$ cat config.mk
export PLATFORM = sky130hd
export DESIGN_NAME = sha256_digest_serializer
export DESIGN_NICKNAME = d
export VERILOG_FILES = /design/src/rtl/sha256_digest_serializer.sv
export SDC_FILE = /design/constraint.sdc
export NUM_CORES = 1
export LEC_CHECK = 0
export ABC_AREA = 1
export ABC_CLOCK_PERIOD_IN_PS = 5700
export BUFFER_PORTS_ARGS = -buffer_cell sky130_fd_sc_hd__buf_2
export CAP_MARGIN = 10
export CORE_MARGIN = 2
export CORE_UTILIZATION = 25
export CTS_CLUSTER_DIAMETER = 50
export DETAILED_ROUTE_END_ITERATION = 8
export PLACE_DENSITY = 0.55
export SETUP_SLACK_MARGIN = 0.15
export SLEW_MARGIN = 20
export SYNTH_ARGS = -nofsm -noshare
export SYNTH_HDL_FRONTEND = slang
export SYNTH_SLANG_ARGS = --single-unit
$ cat constraint.sdc
create_clock -name CLK -period 5.7 [get_ports CLK]
set_input_delay 0.285 -clock CLK [delete_from_list [all_inputs] [get_ports CLK]]
set_output_delay 0.285 -clock CLK [all_outputs]
set_load 0.01 [all_outputs]
$ cat src/rtl/sha256_digest_serializer.sv
// SHA-256 digest serializer: captures H0..H7 on load and streams
// them out one word per valid/ready transfer, H0 first.
module sha256_digest_serializer #(
   parameter int WORD_W    = 32,
   parameter int NUM_WORDS = 8,
   localparam int IDX_W    = (NUM_WORDS > 1) ? $clog2(NUM_WORDS) : 1
) (
   input  logic                        CLK,
   input  logic                        RST,
   input  logic                        load,
   input  logic [WORD_W*NUM_WORDS-1:0] digest_i,
   input  logic                        out_ready,
   output logic                        out_valid,
   output logic [WORD_W-1:0]           out_data,
   output logic [IDX_W-1:0]            out_index,
   output logic                        out_last,
   output logic                        busy,
   output logic                        overrun
);

   localparam logic [IDX_W-1:0] LAST = IDX_W'(NUM_WORDS - 1);

   typedef enum logic {IDLE, SEND} state_t;

   state_t            r_state, w_state_nxt;
   logic [WORD_W-1:0] r_sreg [NUM_WORDS];
   logic [IDX_W-1:0]  r_index, w_index_nxt;
   logic              r_overrun, w_overrun_nxt;
   logic              w_capture, w_shift, w_final;

   always_comb begin
      w_state_nxt   = r_state;
      w_index_nxt   = r_index;
      w_overrun_nxt = 1'b0;
      w_capture     = 1'b0;
      w_shift       = 1'b0;
      w_final       = 1'b0;
      unique case (r_state)
         IDLE: begin
            if (load) begin
               w_capture   = 1'b1;
               w_index_nxt = '0;
               w_state_nxt = SEND;
            end
         end
         SEND: begin
            w_shift = out_ready;
            w_final = out_ready && (r_index == LAST);
            // A load landing on the final transfer chains a new digest
            if (w_final) begin
               w_index_nxt = '0;
               if (load) w_capture = 1'b1;
               else      w_state_nxt = IDLE;
            end else begin
               if (out_ready) w_index_nxt = r_index + 1'b1;
               w_overrun_nxt = load;
            end
         end
         default: w_state_nxt = IDLE;
      endcase
   end

   always_ff @(posedge CLK) begin
      if (RST) begin
         r_state   <= IDLE;
         r_index   <= '0;
         r_overrun <= 1'b0;
         for (int i = 0; i < NUM_WORDS; i++) r_sreg[i] <= '0;
      end else begin
         r_state   <= w_state_nxt;
         r_index   <= w_index_nxt;
         r_overrun <= w_overrun_nxt;
         if (w_capture) begin
            for (int i = 0; i < NUM_WORDS; i++)
               r_sreg[i] <= digest_i[(NUM_WORDS-1-i)*WORD_W +: WORD_W];
         end else if (w_shift) begin
            for (int i = 0; i < NUM_WORDS - 1; i++)
               r_sreg[i] <= r_sreg[i+1];
            r_sreg[NUM_WORDS-1] <= '0;
         end
      end
   end

   assign out_valid = (r_state == SEND);
   assign busy      = (r_state == SEND);
   assign out_data  = r_sreg[0];
   assign out_index = r_index;
   assign out_last  = (r_state == SEND) && (r_index == LAST);
   assign overrun   = r_overrun;

endmodule

==> metrics.yaml <==
run_status:
  outcome: "finished clean"
sta:
  fmax_mhz: 253.8
  setup_viol: 0
  final-hold-violation-count: 0
  finalClockSkew_ns: 0.02410
  rsz0062_at_grt: "false"
  min_period_ns: 3.940
  slew_viol_final: 0
  fin_setup_tns_ns: 0
  finalCritPeriodShare_pct: 69.12
  tightest_slew_ns: 1.001
  fin_hold_ws_ns: 0.03401
  maxSlewHeadroom_pct: 33.28
synth:
  ys_seq_area_share_pct: 61.52
  synth_nets: 1534
  yosys_warnings: 0
  synth_area_um2: 12140
  synth.distinct_cells: 17
  synthCells: 1272
  ys_ff_latch: 261
  syn_area_per_cell_um2: 9.542
route:
  drt_iter0_drc: 915
  route.detailed.drc: 0
  drtPass1Iterations: 6
  final_antenna_net_count: 0
  wirelength_um: 35130
  vias: 9982
  wl_per_cell_um: 16.05
  routed_via_density: 4.560
critical_path:
  crit_arrival_ns: 4.22
  critPathRequiredTime_ns: 5.98
  rr_endpoint: "r_sreg[0][220]$_DFFE_PP_"
  reg2reg_from: "out_index[0]$_SDFFE_PP0P_"
  end_kind: "flop"
  crit_fanout: 115
  startpoint_type: "flop"
  r2r_setup_slack_ns: 1.76
  crit_type: "flop to flop"
  reg2reg_depth: 9
hold_path:
  hp-class: "input pin to flop"
  worstHoldStart: "digest_i[122]"
  hold_path_end: "r_sreg[0][154]$_DFFE_PP_"
  hold_depth: 3
placed_design:
  portBuffers: 298
  hpwlAfterDp_um: 22300
  placed_cell_area_um2: 13770
  routabilityCongestion: 0.7918
clock_tree:
  post_cts_buffers: 0
  cts.clk_slew.worst_paths_ns: 0.06
  cts_buffer_depth: 3
  cts_tree: "yes"
  h-tree-depth: 2
  cts_root_buf: "clkbuf_16"
  clock_latency_ns: 0.54
  cts_buffers: 39
  clock-sinks: 261
power_and_ir_drop:
  ir_drop_mv: 0.1651
  leakage_nw: 7.226
  pwr_density_cell_nw_per_um2: 325.0
global_routing:
  grt_overflow: 0
  grt_pass1_wl_um: 54690
  antenna_found_initial: 4
  grt_max_degree: 167
  grt.total_usage_pct: 13.72
  grt_pass1_vias: 9888
run:
  maxCapViolations: 0
die:
  num_rows: 80
  dieWidth_um: 224.3
  coreArea_um2: 47850
  dieArea_um2: 50330
  initial_core_util_pct: 25.37
  fp.dieH_um: 224.3
  ios: 299
cells_and_area:
  layout-drive-gt1-share_pct: 24.17
  stdcell_area_um2: 15690
  final_nets: 1805
  synthToLayoutAreaGrowth_pct: 29.28
==> power breakdown <==
part | switching [mW] | internal [mW]
Combinational | 0.293 | 0.161
Sequential | 0.0490 | 2.25
Clock | 0.900 | 1.44
Total | 1.24 | 3.86
==> routing by layer <==
layer  vias to the layer above  share of wire (%)  GRT usage [%]  wire, um
met5                         -              0.068              0        24
met3                        52                6.9          3.305      2420
met4                         4                1.9          3.760       676
li1                       4947                  -              -         -
met1                      4645                 46          19.29     16330
met2                       334                 45          21.04     15670
==> critical path: stages, from the launching register on <==
cell,delay [ns]
dfxtp_1,0.33
ha_1,0.20
ha_1,0.21
nand2_1,0.10
nand2_2,0.40
nand2_2,0.71
clkinv_4,0.76
buf_4,0.57
nand2_1,0.12
nand2_1,0.06
==> kinds of logic (layout without fill, tap and decap cells) <==
family                   count (synthesis)  after routing  share of synthesized area (%)
other                                    0              2                              0
flip-flops                             261            261                          61.52
buffers and inverters                  183            483                          7.566
adder cells (fa/ha/maj)                  2              2                         0.2061
AND/OR/NAND/NOR                        822            822                          30.54
AO/OA/AOI/OAI                            4              4                         0.1649
==> layout make-up <==
class | instances | area (um^2)
clock buffer | 50 | 1080
fill | 4972 | 32150
sequential | 261 | 7467
antenna | 2 | 5.005
timing repair buffer | 374 | 2225
clock inverter | 20 | 186.4
multi-input combinational | 828 | 3792
inverter | 39 | 166.4
tap | 615 | 769.5
==> metrics by stage <==
stage	std cells	util, %	setup slack, ns	total power, mW
6_report	2189	32.80	1.760	5.099
3_5_place_dp	2052	28.78	1.782	2.767
3_3_place_gp	2052	28.77	1.868	2.758
5_1_grt	2189	32.80	1.391	5.309
4_1_cts	2187	32.79	1.752	5.175
2_1_floorplan	1272	-	0.9147	2.596
==> synth_stat cells <==
cell type / n / share of area, %
nand2_1: 523 / 16
edfxtp_1: 224 / 55
nand4_1: 224 / 12
buf_4: 49 / 3.0
clkbuf_1: 48 / 1.5
buf_2: 38 / 1.6
nand3_1: 38 / 1.6
dfxtp_1: 37 / 6.1
inv_1: 35 / 1.1
nor2_1: 33 / 1.0
buf_1: 9 / 0.28
a21oi_1: 4 / 0.16
inv_2: 4 / 0.12
ha_1: 2 / 0.21
nand2_2: 2 / 0.10
nor2_4: 1 / 0.093
nor3_1: 1 / 0.041
==> worst max path at each step <==
stage | startpoint | end | slack, ns | cells past startpoint
after CTS | out_index[0]$_SDFFE_PP0P_ | r_sreg[0][76]$_SDFFCE_PN0P_ | 1.75 | 9
after detailed placement | out_index[0]$_SDFFE_PP0P_ | r_sreg[0][76]$_SDFFCE_PN0P_ | 1.78 | 9
final | out_index[0]$_SDFFE_PP0P_ | r_sreg[0][220]$_DFFE_PP_ | 1.76 | 9
after global routing | out_index[0]$_SDFFE_PP0P_ | r_sreg[0][220]$_DFFE_PP_ | 1.39 | 9
after floorplan | out_index[0]$_SDFFE_PP0P_ | r_sreg[0][0]$_DFFE_PP_ | 0.91 | 8
after global placement | out_index[0]$_SDFFE_PP0P_ | r_sreg[0][76]$_SDFFCE_PN0P_ | 1.87 | 9
==> cells in the final DEF, fill, tap and decap left out, drive strengths merged <==
master,netlist,final
nand2,525,525
buf,96,309
nand4,224,224
edfxtp,224,224
dlygate4sd3,0,65
clkbuf,48,50
inv,39,46
nand3,38,38
dfxtp,37,37
nor2,34,34
clkinv,0,9
a21oi,4,4
diode,0,2
ha,2,2
clkinvlp,0,2
bufinv,0,2
nor3,1,1
==> state kept, by name (all words and copies together), names as in the netlist <==
signal,count
overrun,1
busy,1
out_index,3
r_sreg,256
==> what timing repair did <==
action / CTS / global route
endpoints found under the setup margin: 0 / 0
hold endpoints to repair: 65 / 0
gates resized for setup: 0 / 0
hold buffers: 65 / 0
Power figures use the tool's default switching activity.
